**src/rtl/mem_ctrl_3do.sv**
```systemverilog
// Wishbone slave terminating ZAP bus cycles: forwards DRAM/VRAM/BIOS accesses to a req/ready
// memory port, acks MADAM/CLIO windows after REG_WAIT cycles. Optional macro MEM_TIMEOUT_EN.
module mem_ctrl_3do #(
  parameter int REG_WAIT    = 2,
  parameter int TIMEOUT_CYC = 255
) (
  input  logic        i_sys_clk,
  input  logic        i_reset_n,
  input  logic [31:0] i_wb_adr,
  input  logic [31:0] i_wb_dat_w,
  input  logic [3:0]  i_wb_sel,
  input  logic        i_wb_we,
  input  logic        i_wb_cyc,
  input  logic        i_wb_stb,
  output logic [31:0] o_wb_dat_r,
  output logic        o_wb_ack,
  output logic        o_mem_req,
  output logic        o_mem_we,
  output logic [1:0]  o_mem_region,
  output logic [18:0] o_mem_addr,
  output logic [31:0] o_mem_wdata,
  output logic [3:0]  o_mem_be,
  input  logic [31:0] i_mem_rdata,
  input  logic        i_mem_ready,
  output logic        o_overlay,
  output logic        o_bus_err
);

  typedef enum logic [1:0] {S_IDLE, S_MREQ, S_REGW, S_ACK} state_e;

  localparam logic [1:0] RGN_DRAM = 2'd0;
  localparam logic [1:0] RGN_VRAM = 2'd1;
  localparam logic [1:0] RGN_ROM  = 2'd2;

  if (REG_WAIT < 1 || REG_WAIT > 15) begin : g_bad_reg_wait
    $error("mem_ctrl_3do: REG_WAIT must be in 1..15");
  end
  if (TIMEOUT_CYC < 1) begin : g_bad_timeout
    $error("mem_ctrl_3do: TIMEOUT_CYC must be at least 1");
  end

  state_e      r_state;
  logic [3:0]  r_wcnt;
  logic        r_abort;

  logic        w_hit_dram;
  logic        w_hit_vram;
  logic        w_hit_rom;
  logic        w_hit_reg;
  logic        w_null_wr;
  logic        w_rom_wr;
  logic        w_is_mem;
  logic        w_go_mem;
  logic        w_go_reg;
  logic        w_accept;
  logic        w_abort;
  logic [1:0]  w_region;
  logic [18:0] w_maddr;
  logic        w_unused_adr;

  assign w_unused_adr = ^i_wb_adr[1:0];

  assign w_hit_dram = (i_wb_adr[31:21] == 11'd0);
  assign w_hit_vram = (i_wb_adr[31:20] == 12'h002);
  assign w_hit_rom  = (i_wb_adr[31:20] == 12'h030);
  assign w_hit_reg  = (i_wb_adr[31:16] == 16'h0330) || (i_wb_adr[31:16] == 16'h0340);
  assign w_null_wr  = i_wb_we && (i_wb_sel == 4'd0);
  assign w_rom_wr   = w_hit_rom && i_wb_we;
  assign w_go_mem   = w_is_mem && !w_null_wr;
  assign w_go_reg   = w_hit_reg && !w_null_wr;
  // The cycle in which ack is high still shows the finished transfer's stb; never re-accept it.
  assign w_accept   = i_wb_cyc && i_wb_stb && !o_wb_ack;
  assign w_abort    = r_abort || !i_wb_cyc;

  always_comb begin
    w_is_mem = 1'b0;
    w_region = RGN_DRAM;
    w_maddr  = 19'd0;
    if (w_hit_dram) begin
      w_is_mem = 1'b1;
      // Boot overlay: reads of the low 1 MB come from BIOS until the first ROM write.
      if (o_overlay && !i_wb_we && !i_wb_adr[20]) begin
        w_region = RGN_ROM;
        w_maddr  = {1'b0, i_wb_adr[19:2]};
      end else begin
        w_maddr  = i_wb_adr[20:2];
      end
    end else if (w_hit_vram) begin
      w_is_mem = 1'b1;
      w_region = RGN_VRAM;
      w_maddr  = {1'b0, i_wb_adr[19:2]};
    end else if (w_hit_rom && !i_wb_we) begin
      w_is_mem = 1'b1;
      w_region = RGN_ROM;
      w_maddr  = {1'b0, i_wb_adr[19:2]};
    end
  end

`ifdef MEM_TIMEOUT_EN
  localparam int TO_W = (TIMEOUT_CYC < 2) ? 1 : $clog2(TIMEOUT_CYC);
  localparam logic [TO_W-1:0] TO_LAST = TO_W'(TIMEOUT_CYC - 1);
  logic [TO_W-1:0] r_to_cnt;
`else
  assign o_bus_err = 1'b0;
`endif

  always_ff @(posedge i_sys_clk or negedge i_reset_n) begin
    if (!i_reset_n) begin
      r_state      <= S_IDLE;
      r_wcnt       <= 4'd0;
      r_abort      <= 1'b0;
      o_wb_ack     <= 1'b0;
      o_wb_dat_r   <= 32'd0;
      o_mem_req    <= 1'b0;
      o_mem_we     <= 1'b0;
      o_mem_region <= RGN_DRAM;
      o_mem_addr   <= 19'd0;
      o_mem_wdata  <= 32'd0;
      o_mem_be     <= 4'd0;
      o_overlay    <= 1'b1;
`ifdef MEM_TIMEOUT_EN
      r_to_cnt     <= '0;
      o_bus_err    <= 1'b0;
`endif
    end else begin
      o_wb_ack <= 1'b0;
      case (r_state)
        S_IDLE: begin
          if (w_accept) begin
            r_abort <= 1'b0;
            if (w_rom_wr) o_overlay <= 1'b0;
            if (w_go_mem) begin
              o_mem_req    <= 1'b1;
              o_mem_we     <= i_wb_we;
              o_mem_region <= w_region;
              o_mem_addr   <= w_maddr;
              o_mem_wdata  <= i_wb_dat_w;
              o_mem_be     <= i_wb_sel;
`ifdef MEM_TIMEOUT_EN
              r_to_cnt     <= '0;
`endif
              r_state      <= S_MREQ;
            end else if (w_go_reg) begin
              if (!i_wb_we) o_wb_dat_r <= 32'd0;
              r_wcnt  <= 4'(REG_WAIT - 1);
              r_state <= S_REGW;
            end else begin
              if (!i_wb_we) o_wb_dat_r <= 32'd0;
              r_state <= S_ACK;
            end
          end
        end

        // Memory transaction always runs to completion; a dropped cyc only suppresses the ack.
        S_MREQ: begin
          if (!i_wb_cyc) r_abort <= 1'b1;
          if (i_mem_ready) begin
            o_mem_req <= 1'b0;
            if (!o_mem_we) o_wb_dat_r <= i_mem_rdata;
            r_state <= w_abort ? S_IDLE : S_ACK;
          end
`ifdef MEM_TIMEOUT_EN
          else if (r_to_cnt == TO_LAST) begin
            o_mem_req <= 1'b0;
            o_bus_err <= 1'b1;
            if (!o_mem_we) o_wb_dat_r <= 32'hDEAD_BEEF;
            r_state <= w_abort ? S_IDLE : S_ACK;
          end else begin
            r_to_cnt <= r_to_cnt + 1'b1;
          end
`endif
        end

        S_REGW: begin
          if (!i_wb_cyc) r_abort <= 1'b1;
          if (r_wcnt == 4'd0) begin
            r_state <= w_abort ? S_IDLE : S_ACK;
          end else begin
            r_wcnt <= r_wcnt - 1'b1;
          end
        end

        S_ACK: begin
          o_wb_ack <= 1'b1;
          r_state  <= S_IDLE;
        end

        default: r_state <= S_IDLE;
      endcase
    end
  end

endmodule

```
**config.mk**
```make
export PLATFORM = sky130hd
export DESIGN_NAME = mem_ctrl_3do
export DESIGN_NICKNAME = d
export VERILOG_FILES = /design/src/rtl/mem_ctrl_3do.sv
export SDC_FILE = /design/constraint.sdc
export NUM_CORES = 1
export LEC_CHECK = 0
export CORE_MARGIN = 1
export CORE_UTILIZATION = 25
export DETAILED_ROUTE_END_ITERATION = 12
export SYNTH_ARGS = -nofsm -noshare
export SYNTH_HDL_FRONTEND = slang
export SYNTH_SLANG_ARGS = --single-unit
export TNS_END_PERCENT = 100
```
**constraint.sdc**
```tcl
create_clock -name i_sys_clk -period 2.8 [get_ports i_sys_clk]
set_input_delay 0.84 -clock i_sys_clk [delete_from_list [all_inputs] [get_ports i_sys_clk]]
set_output_delay 0.84 -clock i_sys_clk [all_outputs]
set_load 0.01 [all_outputs]
```
## Yosys cells after proc, flatten, opt, wreduce, memory -nomap -nowiden

Cells that the tools add are included.

- Reduce and logical (&&, ||, !) cells: 31
- Add/subtract/negate cells: 1
- Equal/unequal tests: 17
- Muxes and demuxes: 37

Operators by type and width:

| kind | number |
|---|---|
| two-way mux 32 bit | 5 |
| case mux 32 bit (2 select lines) | 1 |
| two-way mux 19 bit | 2 |
| two-way mux 18 bit | 2 |
| equality test 16 x 10 -> 1 bit (second input constant) | 2 |
| inequality test 2 bit (second input constant) | 10 |
| two-way mux 2 bit | 9 |
| two-way mux 4 bit | 4 |
| equality test 12 x 2 -> 1 bit (second input constant) | 1 |
| equality test 12 x 6 -> 1 bit (second input constant) | 1 |
| AND reduction 3 bit | 4 |
| zero test 11 bit | 1 |
| two-way mux 1 bit | 10 |
| logical AND 1 bit | 9 |
| zero test 4 bit | 2 |
| case mux 2 bit (4 select lines) | 1 |
| case mux 4 bit (2 select lines) | 1 |
| AND reduction 6 bit | 1 |
| nonzero test 2 bit | 3 |
| zero test 1 bit | 5 |
| AND reduction 5 bit | 1 |
| equality test 2 bit (second input constant) | 2 |
| case mux 1 bit (2 select lines) | 2 |
| AND reduction 4 bit | 1 |
| other kinds (5) | 6 |

- Register bits: 100
- Output and inout port bits: 94
- Input bits: 106

## Longest topological paths before layout

Gate-level depths: netlist of run 1.

- Depth in word-level cells: 9
- Depth in mapped cells: 10
- Depth with buffers taken out: 7

## Least setup slack after synthesis of run 1

Ideal clock, no wire load.

- Path type: input port to flip-flop
- Start: input port i_wb_adr[25]
- End: register o_wb_dat_r[0]
- Required time: 2.721 ns
- Arrival: 2.149 ns
- Slack: 0.572 ns
- Stages on the path: 7
- Cells stage by stage: and2_1 > a22o_1 > and2_1 > buf_4 > a31oi_4 > buf_6 > mux2i_1

- Cells in the longest elaborated chain, start to end: 8
- Elaborated cells between the ends (all ways): 10
- Classes of those cells: 3 x eq/ne; 3 x mux; 4 x reduce/logical

Ends and longest elaborated chain:

| item | line | RTL |
|---|---|---|
| start: declaration | 9 | `input logic [31:0] i_wb_adr,` |
| equality test 12 x 6 -> 1 bit | 65 | `assign w_hit_rom = (i_wb_adr[31:20] == 12'h030);` |
| logical AND 1 bit | 92 | `end else if (w_hit_rom && !i_wb_we) begin` |
| two-way mux 1 bit | 92 |  |
| two-way mux 1 bit | 88 | `end else if (w_hit_vram) begin` |
| two-way mux 1 bit * | 79 | `if (w_hit_dram) begin` |
| logical AND 1 bit * | 69 | `assign w_go_mem = w_is_mem && !w_null_wr;` |
| inequality test 2 bit (no source line) * | - |  |
| AND reduction 6 bit (no source line) * | - |  |
| end signal: assignment | 159 | `if (!o_mem_we) o_wb_dat_r <= i_mem_rdata;` |
| end: declaration | 15 | `output logic [31:0] o_wb_dat_r,` |

Every way passes the cells marked *; elsewhere a longest branch is shown, timed or not.
A chain may end at the register's enable or synchronous reset.

## Worst setup path after layout of run 1

- Start: input port i_wb_sel[1]
- End: register o_mem_region[1]

- Cells in the longest elaborated chain, start to end: 5

Ends and longest elaborated chain:

| item | line | RTL |
|---|---|---|
| start: declaration | 11 | `input logic [3:0] i_wb_sel,` |
| zero test 4 bit | 67 | `assign w_null_wr = i_wb_we && (i_wb_sel == 4'd0);` |
| logical AND 1 bit | 67 |  |
| zero test 1 bit | 69 |  |
| logical AND 1 bit | 69 |  |
| AND reduction 3 bit (no source line) | - |  |
| end signal: assignment | 135 | `o_mem_region <= w_region;` |
| end: declaration | 19 | `output logic [1:0] o_mem_region,` |

Every way passes these cells.

==> impl_metrics.csv, run 1 <==
group,metric,value,unit
setup_path,cpMaxStageDelayCell,"nor4_1",
global_routing,grt_max_degree,67,
floorplanning,io_pins,200,
floorplanning,rows,48,
placement,hpwl,9260,um
floorplanning,dieArea,18300,sq um
yosys,yosys.area.top_type,"dfrtp_1",
timing,tns,0,ps
placement,place_ws,-167,ps
clock_tree,post_cts_buffers,0,
timing,hold_slack,449,ps
timing,skew,6.93,ps
final_layout,seqCellArea,2500,sq um
final_layout,final_layout_size_suffix_gt1_share,6.43,%
floorplanning,die_h,135,um
setup_path,r2r-start,"r_state[0]",
yosys,async_flop_share,100,%
global_routing,gr-total-overflow,0,
setup_path,cp-end-kind,"register",
yosys,synth_cell_types,41,
pwr,vdd_drop_max,564,uV
setup_path,crit_family,"simple AND/OR/NAND/NOR gates",
global_routing,grt_pass1_wl,20200,um
setup_path,path_cells,"clkdlybuf4s50_1 -> nor4_1 -> nand2_1 -> nand4_2 -> buf_4 -> nand2_1 -> o41ai_1",
timing,maxSlewViolCount,0,
routing,drtAntennaViolNets,0,
routing,drt-vias-per-instance,4.29,
setup_path,crit_arrival,2790,ps
routing,first_iter_violations,88,
clock_tree,htreeDepth,3,
floorplanning,die_w,135,um
pwr,p_leak,0.00328,uW
setup_path,cpPeakStageDelay,470,ps
yosys,syn_inst,477,
timing,setup_viol,0,
setup_path,required,3030,ps
timing,max_freq,0.391,GHz
yosys,syn_avg_cell_area,9.30,sq um
placement,gp_congestion,0.737,
clock_tree,cts.sinks,100,
setup_path,start_kind,"input pin",
floorplanning,core_area,17300,sq um
clock_tree,cts_max_path_buffers,2,
clock_tree,cts_buffers,9,
yosys,synth_area_leaders,"dfrtp_1 (56%), nand2_1 (16%), mux2i_1 (7.4%), inv_1 (3.6%), nand3_1 (2.6%)",
setup_path,r2r-end,"o_wb_dat_r[23]",
clock_tree,cts_hold_buf,0,
clock_tree,cts_tree,"done",
setup_path,ff2ff_setup_slack,810,ps
yosys,synth_top_area_share,55.9,%
final_layout,multi_input_area,1640,sq um
final_layout,layout_commonest_cell,"clkdlybuf4s50_1",
routing,vias,3900,
setup_path,worst_path_most_repeated_cell,"nand2_1",
timing,period_minus_slack,2560,ps
global_routing,first_global_vias,4131,
setup_path,path_buf_inv,2,
final_layout,fillCellCount,1705,
routing,first_pass_iters,4,
final_layout,diodes,0,
yosys,synth-seq-cells,100,
clock_tree,insertion_delay,340,ps
floorplanning,start_util,25.6,%
setup_path,cp_max_fo,35,
timing,worst_slack,239,ps
clock_tree,clk_transition_reported_paths,70,ps
clock_tree,root_buffer,"clkbuf_16",
yosys,yosysWarnings,0,
worst_hold_path,hp-class,"in -> async",
final_layout,final_nets,791,
placement,port_buffers,196,
yosys,synth_edf_count,0,
global_routing,antenna_found_initial,1,
timing,fin_crit_sh,91.5,%
yosys,synth_fp_nets,589,
final_layout,syn2layout_area_growth,58.4,%
routing,remaining_drc_errors,0,
timing,rsz0062_at_grt,"false",
timing,finalHoldViolCount,0,
routing,routedWlPerCell,13.8,um
clock_tree,cts.repair.resized,0,
routing,wl,12500,um
yosys,synthFlopType,"dfrtp_1",
status,status,"finished, final reports clean",
flow_run,drv_cap,0,
setup_path,reg2regPathDepth,8,
yosys,syn_area,4430,sq um
yosys,ys_seq_area_share,56.5,%
final_layout,layout.cells.most_common_list,"clkdlybuf4s50_1 (195), nand2_1 (194), dfrtp_1 (99)",
setup_path,criticalPathCategory,"in -> reg",
global_routing,grt_usage,14.2,%
pwr,p_per_area,706,nW/um^2
worst max path at each step:
stage,from,endpoint,cells past startpoint
finish,i_wb_sel[1],o_mem_region[1],7
global route,i_wb_sel[3],o_mem_region[1],7
CTS,i_wb_sel[3],o_mem_region[1],7
detailed placement,i_wb_sel[3],o_mem_region[1],7
global placement,i_wb_sel[3],o_mem_region[1],7
floorplan,i_wb_adr[25],o_wb_dat_r[0],7
routing by layer:
| layer | wire length, um | global-route usage (%) | share of wire [%] | vias up |
|---|---|---|---|---|
| met2 | 5820 | 24.1 | 47 | 154 |
| li1 | - | - | - | 1913 |
| met3 | 1230 | 5.57 | 9.8 | 19 |
| met4 | 239 | 5.81 | 1.9 | 2 |
| met5 | 12 | 0 | 0.096 | - |
| met1 | 5200 | 15.8 | 42 | 1812 |
worst reg2reg max path, cell delays in order, from the launching register on:
cell	delay [ps]
dfrtp_1	400
inv_1	80
ha_1	250
buf_4	200
o21ai_0	90
o211ai_1	160
a31oi_4	190
buf_12	260
mux2i_1	270
layout make-up:
cell class	count	area share, %
sequential	100	35.6
timing repair buffer	216	30.6
multi-input combinational	310	23.3
tap	225	4.01
clock buffer	9	3.21
inverter	42	2.24
clock inverter	7	1.05
Yosys cell counts (all sizes together), types with 2 or more instances:
| cell | instances |
|---|---|
| nand2 | 194 |
| dfrtp | 99 |
| inv | 42 |
| mux2i | 33 |
| nand3 | 23 |
| buf | 16 |
| clkbuf | 9 |
| a21oi | 6 |
| ha | 6 |
| nor2 | 5 |
| o21ai | 5 |
| nand2b | 3 |
| nor3 | 3 |
| nor4 | 3 |
| o41ai | 3 |
| a22o | 2 |
| and2 | 2 |
| and4 | 2 |
| nand3b | 2 |
| o211ai | 2 |
state kept, by name (all words and copies together), names as in the netlist:
name	flops
o_mem_req	1
r_wcnt	4
o_mem_be	4
o_mem_we	1
r_abort	1
o_wb_ack	1
o_mem_addr	19
o_overlay	1
r_state	2
o_mem_region	2
o_mem_wdata	32
o_wb_dat_r	32
through the flow:
stage                     cell area, sq um  power, uW  std cells  utilization, %
after floorplan                       4430       2910        477               -
after global placement                6730       3690        893            38.9
after detailed placement              6730       3750        893            38.9
after CTS                             7020       5060        909            40.6
after global routing                  7020       5280        909            40.6
final                                 7020       4960        909            40.6
where the power goes:
part	internal (uW)	leakage (uW)	switching [uW]
Combinational	983	0.00178	879
Clock	698	0.000146	567
Sequential	1690	0.00136	142
Total	3370	0.00328	1590
cell families after synthesis:
group	count (synthesis)	share of synthesized area (%)
other	1	0.0846
buffers and inverters	67	6.69
multiplexers	34	7.70
AND/OR/NAND/NOR	244	23.3
flip-flops	100	56.5
adder cells (fa/ha/maj)	6	1.69
AO/OA/AOI/OAI	25	4.12
No activity file was read; power rests on OpenSTA's default activity.
==> run 2: changes to the inputs <==
--- a/config.mk
+++ b/config.mk
@@ -5,9 +5,11 @@
 export SDC_FILE = /design/constraint.sdc
 export NUM_CORES = 1
 export LEC_CHECK = 0
+export CORE_ASPECT_RATIO = 1.1
 export CORE_MARGIN = 1
-export CORE_UTILIZATION = 25
+export CORE_UTILIZATION = 34
 export DETAILED_ROUTE_END_ITERATION = 12
+export PLACE_DENSITY = 0.68
 export SYNTH_ARGS = -nofsm -noshare
 export SYNTH_HDL_FRONTEND = slang
 export SYNTH_SLANG_ARGS = --single-unit
==> run 2 against run 1 <==
Global-route usage is 3.6 points higher. Critical endpoint is now r_wcnt[0]. Setup slack improved by 50 ps. Largest cell class unchanged. First-iteration DRC count grew 19%. Die area shrank 26%. Final cell count shrank 7.6%. Sequential power barely moved. Combinational power about the same. Wire length is 7.7% lower.
==> impl_metrics.csv, run 2 (synthesis results as in run 1) <==
group,metric,value,unit
status,status,"finished, final reports clean",
final_layout,diodes,0,
timing,setup_viol,0,
floorplanning,die_w,111,um
clock_tree,cts_hold_buf,0,
clock_tree,post_cts_buffers,0,
routing,routedWlPerCell,13.7,um
routing,drt-vias-per-instance,4.67,
global_routing,gr-total-overflow,0,
clock_tree,clk_transition_reported_paths,70,ps
setup_path,r2r-start,"r_state[1]",
final_layout,syn2layout_area_growth,57.2,%
setup_path,crit_family,"simple AND/OR/NAND/NOR gates",
floorplanning,dieArea,13500,sq um
timing,skew,9.92,ps
timing,max_freq,0.398,GHz
timing,fin_crit_sh,89.7,%
global_routing,grt_usage,17.8,%
pwr,swShare,30.9,%
clock_tree,insertion_delay,340,ps
clock_tree,cts_buffers,9,
final_layout,layout_commonest_cell,"clkdlybuf4s50_1",
routing,vias,3920,
setup_path,reg2regPathDepth,8,
pwr,comb_power_share,36.6,%
routing,first_pass_iters,4,
final_layout,finalNonFillerCells,840,
setup_path,required,3020,ps
pwr,seq_power_share,36.6,%
floorplanning,die_h,122,um
global_routing,first_global_vias,3996,
routing,wl,11500,um
floorplanning,core_area,12600,sq um
timing,tightest_slew,583,ps
pwr,p_per_area,721,nW/um^2
pwr,vdd_drop_max,441,uV
setup_path,crit_path_start,"i_wb_adr[19]",
global_routing,grt_max_degree,57,
setup_path,path_buf_inv,2,
placement,post-place-cells,824,
setup_path,r2r-end,"o_mem_wdata[5]",
floorplanning,start_util,35.1,%
final_layout,fin_area,6970,sq um
setup_path,start_kind,"input pin",
worst_hold_path,hp-class,"in -> async",
placement,port_buffers,196,
placement,dpl_cell_area,6650,sq um
timing,period_minus_slack,2510,ps
global_routing,antenna_found_initial,0,
clock_tree,cts.repair.resized,0,
clock_tree,cts.sinks,100,
pwr,p_leak,0.00331,uW
timing,max_slew_margin,61.1,%
setup_path,criticalPathCategory,"in -> reg",
timing,maxSlewViolCount,0,
setup_path,cp-end-kind,"register",
final_layout,top_regs,"o_mem_wdata: 32 flops, o_wb_dat_r: 32 flops, o_mem_addr: 19 flops",
timing,rsz0062_at_grt,"false",
timing,finalHoldViolCount,0,
flow_run,drv_cap,0,
floorplanning,io_pins,200,
pwr,power.switching,1550,uW
setup_path,ff2ff_setup_slack,530,ps
setup_path,cp.depth,7,
final_layout,layout.cells.most_common_list,"clkdlybuf4s50_1 (195), nand2_1 (194), dfrtp_1 (99)",
routing,drtAntennaViolNets,0,
routing,first_iter_violations,105,
placement,hpwl,8440,um
setup_path,path_cells,"clkdlybuf4s50_1 -> nor4_1 -> buf_4 -> and4_1 -> nand3_1 -> a21oi_1 -> mux2_2",
pwr,intPower,3480,uW
clock_tree,cts_tree,"done",
clock_tree,root_buffer,"clkbuf_16",
final_layout,final_nets,790,
pwr,p_clk_share,26.8,%
setup_path,cp_max_fo,4,
setup_path,cpMaxStageDelayCell,"clkdlybuf4s50_1",
setup_path,crit_arrival,2730,ps
clock_tree,cts_max_path_buffers,2,
routing,remaining_drc_errors,0,
clock_tree,htreeDepth,3,
placement,gp_congestion,0.741,
global_routing,grt_pass1_wl,19400,um
final_layout,final_layout_size_suffix_gt1_share,6.30,%
floorplanning,rows,43,
setup_path,cpPeakStageDelay,430,ps
## run 2: cell count changes in the layout (fill, tap and decap cells not counted), sizes merged
cell	before	now
clkinv	3	4
clkbuf	9	10
buf	21	20
clkinvlp	1	0
bufinv	1	2
inv	44	42
## run 2: layer usage
layer | up-vias | part of all wire, % | GRT usage (%)
met1 | 1868 | 44 | 21.7
met4 | 0 | 0.88 | 4.58
met5 | - | 0 | 0
met2 | 136 | 46 | 29.5
li1 | 1909 | - | -
met3 | 7 | 9.0 | 7.16
## run 2: worst max path at each step
stage	end	slack [ps]
CTS	r_wcnt[0]	240
detailed placement	r_wcnt[0]	-130
global route	r_wcnt[0]	190
global placement	r_wcnt[0]	-80
finish	r_wcnt[0]	290
floorplan	o_wb_dat_r[0]	570
## run 2: stage by stage
stage / total power, uW / setup TNS (ps) / utilization [%] / setup WS, ps / hold slack (ps)
2_1_floorplan: 2910 / 0 / - / 572 / 456
3_3_place_gp: 3660 / -1720 / 52.6 / -83.6 / 451
3_5_place_dp: 3740 / -1400 / 52.6 / -133 / 455
4_1_cts: 5100 / 0 / 55.1 / 235 / 413
5_1_grt: 5320 / 0 / 55.1 / 186 / 427
6_report: 5030 / 0 / 55.1 / 289 / 408
## run 2: final cells by class
type | count | area (sq um)
Clock inverter | 6 | 87.6
Inverter | 42 | 158
Timing Repair Buffer | 215 | 2150
Clock buffer | 10 | 239
Tap cell | 157 | 196
Multi-Input combinational cell | 310 | 1640
Sequential cell | 100 | 2500
Fill cell | 1133 | 5670
## run 2: power by group through the flow
stage	Sequential [uW]	Combinational, uW	Clock, uW
floorplan	1950	959	0
global placement	1850	1810	0
detailed placement	1870	1870	0
CTS	1840	1880	1380
global route	1870	2010	1440
finish	1840	1840	1350
## run 2: worst reg2reg max path: stages (launching register included)
cell and delay, ps:
dfrtp_1 420, inv_1 100, ha_1 530, nand4b_1 290, inv_1 150, nand4_2 230
buf_12 260, nand2_1 130, nand2_1 60
==> run 3: changes to the inputs <==
--- a/config.mk
+++ b/config.mk
@@ -9,7 +9,7 @@
 export CORE_MARGIN = 1
 export CORE_UTILIZATION = 34
 export DETAILED_ROUTE_END_ITERATION = 12
-export PLACE_DENSITY = 0.68
+export DONT_BUFFER_PORTS = 1
 export SYNTH_ARGS = -nofsm -noshare
 export SYNTH_HDL_FRONTEND = slang
 export SYNTH_SLANG_ARGS = --single-unit
==> run 3 against run 2 <==
Final cell count down 25%. Largest power group unchanged. Clock skew down 4.6 ps. Register-to-register slack better by 170 ps. Global-route usage down 2.5 points. Sequential power up 8%. Sequential cell count unchanged. Largest cell class unchanged. Combinational power down 41%. Die area unchanged. Critical path type unchanged.
==> impl_metrics.csv, run 3 (synthesis results as in run 1) <==
group,metric,value,unit
routing,routedWlPerCell,16.1,um
global_routing,grtUsageMet3,6.32,%
final_layout,finalNonFillerCells,634,
setup_path,crit_family,"simple AND/OR/NAND/NOR gates",
placement,gp_congestion,0.776,
final_layout,layout.cells.most_common_list,"nand2_1 (194), dfrtp_1 (99), inv_1 (42)",
setup_path,required,3020,ps
final_layout,layout_commonest_cell,"nand2_1",
floorplanning,dieArea,13500,sq um
global_routing,first_global_vias,3164,
routing,first_pass_iters,4,
floorplanning,die_h,122,um
floorplanning,rows,43,
global_routing,grt_use_met2,26.3,%
clock_tree,cts_tree,"done",
routing,drtAntennaViolNets,0,
timing,finalHoldViolCount,0,
pwr,p_total,4470,uW
final_layout,top_regs,"o_mem_wdata: 32 flops, o_wb_dat_r: 32 flops, o_mem_addr: 19 flops",
final_layout,final_nets,584,
clock_tree,clk_transition_reported_paths,70,ps
pwr,p_per_area,910,nW/um^2
setup_path,cpMaxStageDelayCell,"mux2_2",
timing,skew,5.29,ps
floorplanning,start_util,35.1,%
global_routing,gr-total-overflow,0,
clock_tree,cts_buffers,9,
setup_path,criticalPathCategory,"in -> reg",
timing,max_freq,0.454,GHz
placement,port_buffers,0,
floorplanning,io_pins,200,
placement,hpwl,7390,um
routing,drt-vias-per-instance,4.96,
routing,remaining_drc_errors,0,
clock_tree,post_cts_buffers,0,
floorplanning,core_area,12600,sq um
setup_path,cp-end-kind,"register",
setup_path,path_buf_inv,1,
routing,wl,10200,um
timing,tightest_slew,549,ps
clock_tree,cts.sinks,100,
timing,maxSlewViolCount,0,
timing,period_minus_slack,2200,ps
setup_path,path_cells,"nor4_1 -> buf_4 -> and4_1 -> nand3_1 -> a21oi_1 -> mux2_2",
routing,vias,3144,
timing,fin_crit_sh,78.6,%
pwr,p_leak,0.00252,uW
routing,first_iter_violations,126,
timing,rsz0062_at_grt,"false",
setup_path,crit_arrival,2420,ps
worst_hold_path,hp-class,"in -> async",
setup_path,start_kind,"input pin",
flow_run,drv_cap,0,
timing,setup_viol,0,
global_routing,grt_pass1_wl,16000,um
final_layout,syn2layout_area_growth,10.8,%
global_routing,busiest_layer,"met2",
status,status,"finished, final reports clean",
clock_tree,cts_max_path_buffers,2,
clock_tree,root_buffer,"clkbuf_16",
final_layout,fin_area,4910,sq um
clock_tree,cts.repair.resized,0,
setup_path,cp_max_fo,5,
floorplanning,die_w,111,um
final_layout,fillCellCount,1263,
global_routing,grt_max_degree,101,
final_layout,diodes,0,
clock_tree,insertion_delay,330,ps
final_layout,final_layout_size_suffix_gt1_share,6.71,%
placement,post-place-cells,618,
setup_path,cpPeakStageDelay,370,ps
global_routing,grt_use_met1,17.0,%
pwr,vdd_drop_max,500,uV
placement,dpl_cell_area,4570,sq um
global_routing,grt_usage,15.3,%
timing,max_slew_margin,63.4,%
timing,hold_slack,193,ps
clock_tree,htreeDepth,3,
global_routing,antenna_found_initial,0,
timing,tns,0,ps
clock_tree,cts_hold_buf,0,
-- run 3: through the flow --
step	utilization [%]	setup WS, ps
floorplan	-	572
global placement	36.2	362
detailed placement	36.2	277
CTS	38.9	638
global route	38.9	508
finish	38.9	599
-- run 3: final cells by class --
type	count	area (sq um)	share of cell area [%]
multi-input combinational	310	1640	33.3
timing repair buffer	9	80.1	1.63
tap	157	196	4.00
sequential	100	2500	51.0
inverter	42	158	3.21
clock inverter	7	115	2.34
clock buffer	9	225	4.58
-- run 3: path summary, 6_finish.rpt --
path                         startpoint        endpoint  cells past startpoint  slack (ps)
max                        i_wb_adr[19]       r_wcnt[0]                      6         600
min                           i_reset_n  o_wb_dat_r[29]                      0         190
max reg2reg                  r_state[0]       r_wcnt[0]                      7         700
min reg2reg                   o_overlay       o_overlay                      1         500
max in group asynchronous     i_reset_n       o_overlay                      0        2410
min in group i_sys_clk        o_overlay       o_overlay                      1         500
-- run 3: worst register-to-register path, stage by stage (launching register included) --
cell      delay, ps
dfrtp_1         410
inv_1            90
ha_1            330
buf_4           240
nand2b_1         70
a22o_1          240
a21oi_1         220
mux2_2          370
-- run 3: metal layers --
metal  part of all wire (%)  up-vias
met1                     39     1480
met3                     10       10
met2                     50      161
li1                       -     1493
met5                      0        -
met4                    1.3        0
-- run 3: power by group --
part           total [uW]  internal [uW]  switching (uW)  leakage [uW]
sequential           1980           1690             281       0.00136
combinational        1090            474             615      0.000995
clock                1400            870             535      0.000161
total                4470           3040            1430       0.00252
